--- src/rtl/lsu_controller.sv ---
// Load/store sequencer: req/gnt/rvalid data-memory handshake, pipeline stall, lane alignment and load extension.
// Build option: define LSU_MISALIGN_SPLIT_EN to split word-crossing accesses instead of rejecting misaligned ones.
module lsu_controller #(
    parameter int unsigned ADDR_WIDTH = 32
) (
    input  logic                  CLK,
    input  logic                  RST,
    input  logic [3:0]            READ_WRITE,
    input  logic [ADDR_WIDTH-1:0] ADDR,
    input  logic [31:0]           WDATA,
    output logic                  STALL,
    output logic [31:0]           RDATA,
    output logic                  LOAD_VALID,
    output logic                  MISALIGN_ERR,
    output logic                  MEM_REQ,
    output logic                  MEM_WE,
    output logic [ADDR_WIDTH-1:0] MEM_ADDR,
    output logic [3:0]            MEM_BE,
    output logic [31:0]           MEM_WDATA,
    input  logic                  MEM_GNT,
    input  logic                  MEM_RVALID,
    input  logic [31:0]           MEM_RDATA
);

    typedef enum logic [2:0] {IDLE, REQ1, WAIT1, REQ2, WAIT2, DONE} state_t;

    state_t                state_q;
    logic [3:0]            cmd_q;
    logic [1:0]            off_q;
    logic                  busy_q;
    logic [31:0]           rdata_q;
    logic                  load_valid_q;
    logic                  misalign_err_q;
    logic                  mem_req_q;
    logic                  mem_we_q;
    logic [ADDR_WIDTH-1:0] mem_addr_q;
    logic [3:0]            mem_be_q;
    logic [31:0]           mem_wdata_q;

    function automatic logic [3:0] size_mask(input logic [3:0] cmd);
        case (cmd)
            4'b1000, 4'b1011, 4'b1100: return 4'b0001;
            4'b1001, 4'b1101, 4'b1110: return 4'b0011;
            default:                   return 4'b1111;
        endcase
    endfunction

    function automatic logic is_store(input logic [3:0] cmd);
        return (cmd == 4'b1011) || (cmd == 4'b1110) || (cmd == 4'b1111);
    endfunction

    // Little-endian merge of the (up to) two fetched words, shifted down so the access starts at byte 0.
    function automatic logic [31:0] merge_lanes(input logic [31:0] lo, input logic [23:0] hi,
                                                input logic [1:0] off);
        case (off)
            2'd0:    return lo;
            2'd1:    return {hi[7:0], lo[31:8]};
            2'd2:    return {hi[15:0], lo[31:16]};
            default: return {hi[23:0], lo[31:24]};
        endcase
    endfunction

    function automatic logic [31:0] extend(input logic [3:0] cmd, input logic [31:0] d);
        case (cmd)
            4'b1000: return {{24{d[7]}}, d[7:0]};
            4'b1001: return {{16{d[15]}}, d[15:0]};
            4'b1100: return {24'h0, d[7:0]};
            4'b1101: return {16'h0, d[15:0]};
            default: return d;
        endcase
    endfunction

    logic [3:0]            in_mask;
    logic [3:0]            in_be1;
    logic [31:0]           in_wd1;
    logic [ADDR_WIDTH-1:0] in_base;
    logic                  in_misalign;

    assign in_mask = size_mask(READ_WRITE);
    assign in_be1  = in_mask << ADDR[1:0];
    assign in_wd1  = WDATA << {ADDR[1:0], 3'b000};
    assign in_base = {ADDR[ADDR_WIDTH-1:2], 2'b00};

`ifdef LSU_MISALIGN_SPLIT_EN
    logic                  split_q;
    logic [ADDR_WIDTH-1:0] addr2_q;
    logic [3:0]            be2_q;
    logic [31:0]           wd2_q;
    logic [31:0]           rd1_q;
    logic [3:0]            in_be2;
    logic [31:0]           in_wd2;

    // Bytes that spill past lane 3 move to lanes 0 upward of the next word.
    always_comb begin
        in_be2 = '0;
        in_wd2 = '0;
        case (ADDR[1:0])
            2'd1:    begin in_be2 = in_mask >> 3; in_wd2 = {24'h0, WDATA[31:24]}; end
            2'd2:    begin in_be2 = in_mask >> 2; in_wd2 = {16'h0, WDATA[31:16]}; end
            2'd3:    begin in_be2 = in_mask >> 1; in_wd2 = {8'h0, WDATA[31:8]};   end
            default: ;
        endcase
    end

    assign in_misalign = 1'b0;
`else
    assign in_misalign = ((in_mask == 4'b0011) && ADDR[0]) ||
                         ((in_mask == 4'b1111) && (ADDR[1:0] != 2'b00));
`endif

    always_ff @(posedge CLK) begin
        if (RST) begin
            state_q        <= IDLE;
            cmd_q          <= '0;
            off_q          <= '0;
            busy_q         <= 1'b0;
            rdata_q        <= '0;
            load_valid_q   <= 1'b0;
            misalign_err_q <= 1'b0;
            mem_req_q      <= 1'b0;
            mem_we_q       <= 1'b0;
            mem_addr_q     <= '0;
            mem_be_q       <= '0;
            mem_wdata_q    <= '0;
`ifdef LSU_MISALIGN_SPLIT_EN
            split_q        <= 1'b0;
            addr2_q        <= '0;
            be2_q          <= '0;
            wd2_q          <= '0;
            rd1_q          <= '0;
`endif
        end else begin
            load_valid_q   <= 1'b0;
            misalign_err_q <= 1'b0;
            case (state_q)
                IDLE: begin
                    if (READ_WRITE[3]) begin
                        cmd_q <= READ_WRITE;
                        off_q <= ADDR[1:0];
`ifdef LSU_MISALIGN_SPLIT_EN
                        split_q <= |in_be2;
                        addr2_q <= in_base + ADDR_WIDTH'(4);
                        be2_q   <= in_be2;
                        wd2_q   <= in_wd2;
`endif
                        if (in_misalign) begin
                            state_q        <= DONE;
                            misalign_err_q <= 1'b1;
                        end else begin
                            state_q     <= REQ1;
                            busy_q      <= 1'b1;
                            mem_req_q   <= 1'b1;
                            mem_we_q    <= is_store(READ_WRITE);
                            mem_addr_q  <= in_base;
                            mem_be_q    <= in_be1;
                            mem_wdata_q <= in_wd1;
                        end
                    end
                end
                REQ1: begin
                    if (MEM_GNT) begin
                        if (!is_store(cmd_q)) begin
                            state_q   <= WAIT1;
                            mem_req_q <= 1'b0;
                        end
`ifdef LSU_MISALIGN_SPLIT_EN
                        else if (split_q) begin
                            state_q     <= REQ2;
                            mem_addr_q  <= addr2_q;
                            mem_be_q    <= be2_q;
                            mem_wdata_q <= wd2_q;
                        end
`endif
                        else begin
                            state_q   <= DONE;
                            busy_q    <= 1'b0;
                            mem_req_q <= 1'b0;
                            mem_we_q  <= 1'b0;
                        end
                    end
                end
                WAIT1: begin
                    if (MEM_RVALID) begin
`ifdef LSU_MISALIGN_SPLIT_EN
                        rd1_q <= MEM_RDATA;
                        if (split_q) begin
                            state_q     <= REQ2;
                            mem_req_q   <= 1'b1;
                            mem_addr_q  <= addr2_q;
                            mem_be_q    <= be2_q;
                            mem_wdata_q <= wd2_q;
                        end else
`endif
                        begin
                            state_q      <= DONE;
                            busy_q       <= 1'b0;
                            rdata_q      <= extend(cmd_q, merge_lanes(MEM_RDATA, 24'h0, off_q));
                            load_valid_q <= 1'b1;
                        end
                    end
                end
`ifdef LSU_MISALIGN_SPLIT_EN
                REQ2: begin
                    if (MEM_GNT) begin
                        mem_req_q <= 1'b0;
                        mem_we_q  <= 1'b0;
                        if (is_store(cmd_q)) begin
                            state_q <= DONE;
                            busy_q  <= 1'b0;
                        end else begin
                            state_q <= WAIT2;
                        end
                    end
                end
                WAIT2: begin
                    if (MEM_RVALID) begin
                        state_q      <= DONE;
                        busy_q       <= 1'b0;
                        rdata_q      <= extend(cmd_q, merge_lanes(rd1_q, MEM_RDATA[23:0], off_q));
                        load_valid_q <= 1'b1;
                    end
                end
`endif
                DONE:    state_q <= IDLE;
                default: state_q <= IDLE;
            endcase
        end
    end

    // The issue cycle stalls combinationally; the remaining busy cycles come from a register.
    assign STALL        = ((state_q == IDLE) && READ_WRITE[3]) || busy_q;
    assign RDATA        = rdata_q;
    assign LOAD_VALID   = load_valid_q;
    assign MISALIGN_ERR = misalign_err_q;
    assign MEM_REQ      = mem_req_q;
    assign MEM_WE       = mem_we_q;
    assign MEM_ADDR     = mem_addr_q;
    assign MEM_BE       = mem_be_q;
    assign MEM_WDATA    = mem_wdata_q;

endmodule

--- config.mk ---
export PLATFORM = sky130hd
export DESIGN_NAME = lsu_controller
export DESIGN_NICKNAME = d
export VERILOG_FILES = /design/src/rtl/lsu_controller.sv
export SDC_FILE = /design/constraint.sdc
export NUM_CORES = 1
export LEC_CHECK = 0
export CAP_MARGIN = 20
export CORE_ASPECT_RATIO = 0.5
export CORE_MARGIN = 5
export CORE_UTILIZATION = 39
export DETAILED_ROUTE_END_ITERATION = 8
export GPL_TIMING_DRIVEN = 0
export HOLD_SLACK_MARGIN = 0.15
export PLACE_DENSITY_LB_ADDON = 0.1
export SYNTH_ARGS = -nofsm -noshare
export SYNTH_HDL_FRONTEND = slang
export SYNTH_SLANG_ARGS = --single-unit
--- constraint.sdc ---
create_clock -name CLK -period 2.3 [get_ports CLK]
set_clock_uncertainty 0.15 [all_clocks]
set_input_delay 0.69 -clock CLK [delete_from_list [all_inputs] [get_ports CLK]]
set_output_delay 0.69 -clock CLK [all_outputs]
set_load 0.02 [all_outputs]
Word-level counts from Yosys, hierarchy flattened
Index checks and enable logic that the tools add are counted.

Div/mod/pow operators: 0. Reductions and logical operators: 25. $mul: 0. Shift operators: 2. Order comparisons: 0. Eq/ne operators: 25. Add/sub/neg operators: 0. Bitwise gates (word level): 4. Muxes and demuxes: 22.

Operators by type and width (count): 32-bit one-hot mux with 4 select lines (1); 32-bit one-hot mux with 3 select lines (1); 4-bit equality test (second input constant) (15); 32-bit by 5-bit << shifter with 32-bit output (1); 3-bit two-way mux (5); 1-bit two-way mux (10); 2-bit inequality test (second input constant) (5); 3-bit one-hot mux with 3 select lines (1); 3-bit OR reduction (3); 4-bit one-hot mux with 2 select lines (1); 1-bit logical OR (6); 3-bit AND reduction (2); 6-bit AND reduction (1); 5-bit AND reduction (1); 4-bit by 2-bit equality test with 1-bit output (second input constant) (1); 1-bit NOT (4); 1-bit one-hot mux with 2 select lines (2); 2-bit AND reduction (2); 4-bit AND reduction (1); 2-bit nonzero test (2); 4-bit by 2-bit << shifter with 4-bit output (1); 3-bit by 1-bit equality test with 1-bit output (second input constant) (1); 3-bit by 2-bit equality test with 1-bit output (second input constant) (1); 1-bit logical AND (3); other kinds (7) (7).

Memories kept: 0. Input port bits: 104. Bits in latches: 0. Word-level logic and storage cells: 90. Output and inout port bits: 105. Memory bits (writable): 0. ROM bits: 0. Bits in registers: 112.

Longest topological paths before layout
Depth in word-level cells: 9. Mapped depth: 8. Depth with buffers taken out: 5.

Least setup slack after synthesis
Ideal clock, no wire load.

Path type: input-to-output. From: input port READ_WRITE[3]. To: output port STALL. Path slack: -0.168 ns. Stages on the path: 4. Arrival time: 1.628 ns. Path buffers: 2. Data required time: 1.460 ns. Cells stage by stage: buf_2 or4b_4 buf_6 nand2b_1.

Longest elaborated chain between the ends: 2.

Ends and longest elaborated chain: start: declaration (RTL line 8) `input logic [3:0] READ_WRITE,`; 1-bit logical AND (RTL line 231) `assign STALL = ((state_q == IDLE) && READ_WRITE[3]) || busy_q;`; 1-bit logical OR (RTL line 231); end: declaration (RTL line 11) `output logic STALL,`.

No other way between the ends.

Worst setup path in the final report
Ends and elaborated chain as after synthesis.

==> key figures <==
Setup path
  – WP data required: 1460 ps
  – CP Data Arrival Time: 1480 ps
  – Cells along the critical path: buf_12 -> or4b_4 -> nand2b_4 -> buf_6
  – Internal reg-to-reg setup slack: 90 ps
  – Worst-path fanout max: 9
  – Reg2Reg Capture Point: MEM_WDATA[17]
  – CP Capture Type: primary output
  – CP startpoint kind: input port
  – Max incr delay on CP: 490 ps
  – R2r worst-path depth: 6
  – Slowest-stage cell, CP: or4b_4
  – Worst r2r src: state_q[2]
  – Setup CP Type: in -> out

Run status
  – Status: finished, violations left
  – Failing checks: setup timing

Finish
  – Antenna Cells: 0
  – Share of cells above drive strength 1: 12.39%
  – Synthesis-to-finish area growth: 55.60%
  – Final #Nets: 914
  – Storage element area: 0.002250 mm^2
  – Fill count: 1135
  – Fin area: 0.007774 mm^2
  – Fin cells: 985
  – Multi-input gate area: 0.002608 mm^2

GRT
  – Vias in the first global route: 5204
  – GRT Util Overall: 21.77%
  – First-pass GRT wire length: 26880 um
  – Pin count of the biggest net entering global routing: 21
  – Initial antenna violation count: 0
  – Congestion Overflow GR: 0

Min path
  – Hold Path End: RDATA[1]
  – Worst Hold Class: reg -> reg
  – Hold Crit Depth: 2
  – HP Start: RDATA[1]

Logic synthesis
  – Yosys warning total: 0
  – Number of synthesized flops with an enable pin: 0
  – Synthesized area: 0.004996 mm^2
  – Main combinational cell family by area after synthesis: compound AO/OA/AOI/OAI gates
  – Adder-Cell Fraction of Synth Area: 0%
  – Post-synthesis compound-gate area fraction: 22.46%
  – Ranking of synthesized cells by area: dfxtp_1 45%, nand2_1 9.8%, a21oi_1 8.2%
  – Cell accounting for the most synthesized area: dfxtp_1
  – Distinct cells, synth: 50
  – Async SR Flop Fraction: 0%
  – Post-synthesis sequential area ratio: 44.88%
  – XOR/XNOR share of the synthesized area: 0.1753%
  – Synth Instances: 588
  – Flop and latch count out of synthesis: 112
  – Post-synth top flop: dfxtp_1
  – Post-synthesis mux area share: 10.87%
  – Synth Area per Inst: 8.497 um^2
  – Simple-Gate Fraction of Synth Area: 17.00%
  – Top-area cell type share of the netlist area: 44.88%

Clock tree
  – Cts bufs inserted: 9
  – Htree depth: 3
  – CTS tree: built
  – Skew-Pair Late Insertion Delay: 350 ps
  – Sink Count: 112
  – CTS root buf: clkbuf_16
  – Bufs on Longest Clock Path: 2
  – Clk pin slew, worst setup/hold paths: 80 ps

STA
  – Final setup violation count: 1
  – Max_slew headroom: 56.34%
  – Tmin final: 2322 ps
  – Worst-Margin Slew: 654.8 ps
  – RSZ-0062 raised after global routing: true
  – Final Hold Fails: 0
  – Peak Freq: 430.6 MHz
  – Slew Viols, Final: 0
  – Hold_ws: 306.4 ps
  – Period utilisation layout: 101.0%
  – Worst setup margin: -22.08 ps

Detailed routing
  – 1st-pass router iterations: 5
  – Routed wire length: 17240 um
  – Antenna viol nets, final: 0
  – Initial drt markers: 298
  – Vias: 5163
  – Drt drc: 0
  – Routed vias/inst: 5.242
  – Per-cell routed wire length: 17.50 um

Placement
  – IO Port Bufs: 202
  – Placed cell count: 961
  – Post-placement worst setup slack: -998.5 ps
  – Detailed Place HPWL: 12900 um
  – GP Congestion: 0.8577
  – Post-DP Area: 0.007248 mm^2

Die
  – Core area: 0.01259 mm^2
  – Chip Height: 90.03 um
  – Die area: 0.01531 mm^2
  – Width of the chip: 170.1 um
  – Starting Density: 39.68%
  – Num rows: 29
  – Boundary Pins: 209

Power and ir drop
  – PwrDens: 670.8 mW/mm^2
  – VDD IR-drop max: 0.0003827 V
  – Lkg Pwr: 0.002854 uW

Run
  – Number of max-cap violations: 0
==> metrics by stage <==
step / setup TNS (ps) / utilization, % / total power (uW)
final: -22.08 / 61.74 / 5214
after global routing: -69.98 / 61.74 / 5443
after CTS: -126.1 / 61.38 / 5246
after detailed placement: -68360 / 57.57 / 3415
after global placement: -68480 / 57.57 / 3406
after floorplan: -1664 / - / 2834
==> layout make-up <==
| type | instances | area share [%] |
|---|---|---|
| Clock buffer | 9 | 2.897 |
| Tap cell | 170 | 2.736 |
| Buffer | 44 | 2.962 |
| Sequential cell | 112 | 28.94 |
| Inverter | 5 | 0.2414 |
| Clock inverter | 7 | 1.465 |
| Multi-Input combinational cell | 425 | 33.54 |
| Timing Repair Buffer | 213 | 27.22 |
==> sequential cells by signal (all words and copies together), names as in the netlist <==
name	flops
off_q	2
MEM_ADDR	30
cmd_q	4
MEM_WDATA	32
MEM_WE	1
busy_q	1
RDATA	32
MEM_BE	4
LOAD_VALID	1
MISALIGN_ERR	1
state_q	3
MEM_REQ	1
==> power breakdown <==
group,internal [uW],switching (uW),total [uW]
Clock,981,795,1780
Combinational,618,693,1310
Sequential,2060,66.7,2130
==> routing by layer <==
layer | wire length [um] | GRT usage [%] | share of wire [%] | vias up
met3 | 1883 | 9.422 | 11 | 25
met5 | 0 | 0 | 0 | -
met2 | 7670 | 35.05 | 44 | 210
li1 | - | - | - | 2510
met1 | 7379 | 26.56 | 43 | 2418
met4 | 304 | 6.179 | 1.8 | 0
==> layout by cell type, fill, tap and decap left out, types with 5 or more instances in the layout <==
cell type and n:
nand2_1 131, inv_1 5, mux2_2 18, mux2i_1 16, nor2_1 33, mux4_2 8
a221o_1 8, o2bb2ai_1 8, clkbuf_1 15, a22o_1 9, dfxtp_1 110, buf_2 5
o21ai_0 35, a22oi_1 8, a31oi_1 5, nor3_1 6, buf_4 14, o211ai_1 9
clkdlybuf4s50_1 198, clkbuf_16 9, a21oi_1 82, clkbuf_2 14
==> worst max path at each step <==
stage | startpoint | end | slack (ps)
detailed placement | READ_WRITE[1] | MEM_WDATA[2] | -1000
finish | READ_WRITE[3] | STALL | -20
global placement | READ_WRITE[1] | MEM_WDATA[3] | -1030
global route | state_q[2] | STALL | -50
CTS | READ_WRITE[3] | STALL | -110
floorplan | READ_WRITE[3] | MEM_WDATA[16] | -130
==> worst max-delay path: cells and delay by family <==
family | cells | cell delay, ps
buf+inv | 2 | 200
simple gates | 2 | 580
==> cells by family after synthesis <==
group,Yosys count
compound gates,183
buf+inv,53
simple gates,196
other cells,1
flops,112
mux,42
xor+xnor,1
==> cell usage after synthesis (2+ instances only) <==
master       n
nand2b_1     5
inv_1        5
a211oi_1     3
nor2_1      35
a21oi_2      2
nor2b_1      5
mux2_2      18
or2_2        2
buf_2        7
o21ai_0     35
o31ai_1      2
nand2_1    131
o211ai_1     9
clkbuf_1    31
dfxtp_1    112
o2bb2ai_1    8
buf_1        6
a22o_1       9
mux4_2       8
o21ai_1      3
a31oi_1      5
buf_4        3
a221o_1      8
a21oi_1     82
nor3_1       6
mux2i_1     16
a22oi_1      9
==> repair_timing <==
| action | CTS | global route |
|---|---|---|
| resized for setup | 33 | 26 |
| setup buffers | 7 | 4 |
| gates cloned | 1 | 0 |
| hold buffers | 0 | 0 |
| setup endpoints to repair | 98 | 86 |
| pin swaps | 6 | 8 |
(Power assumes the default switching activity.)
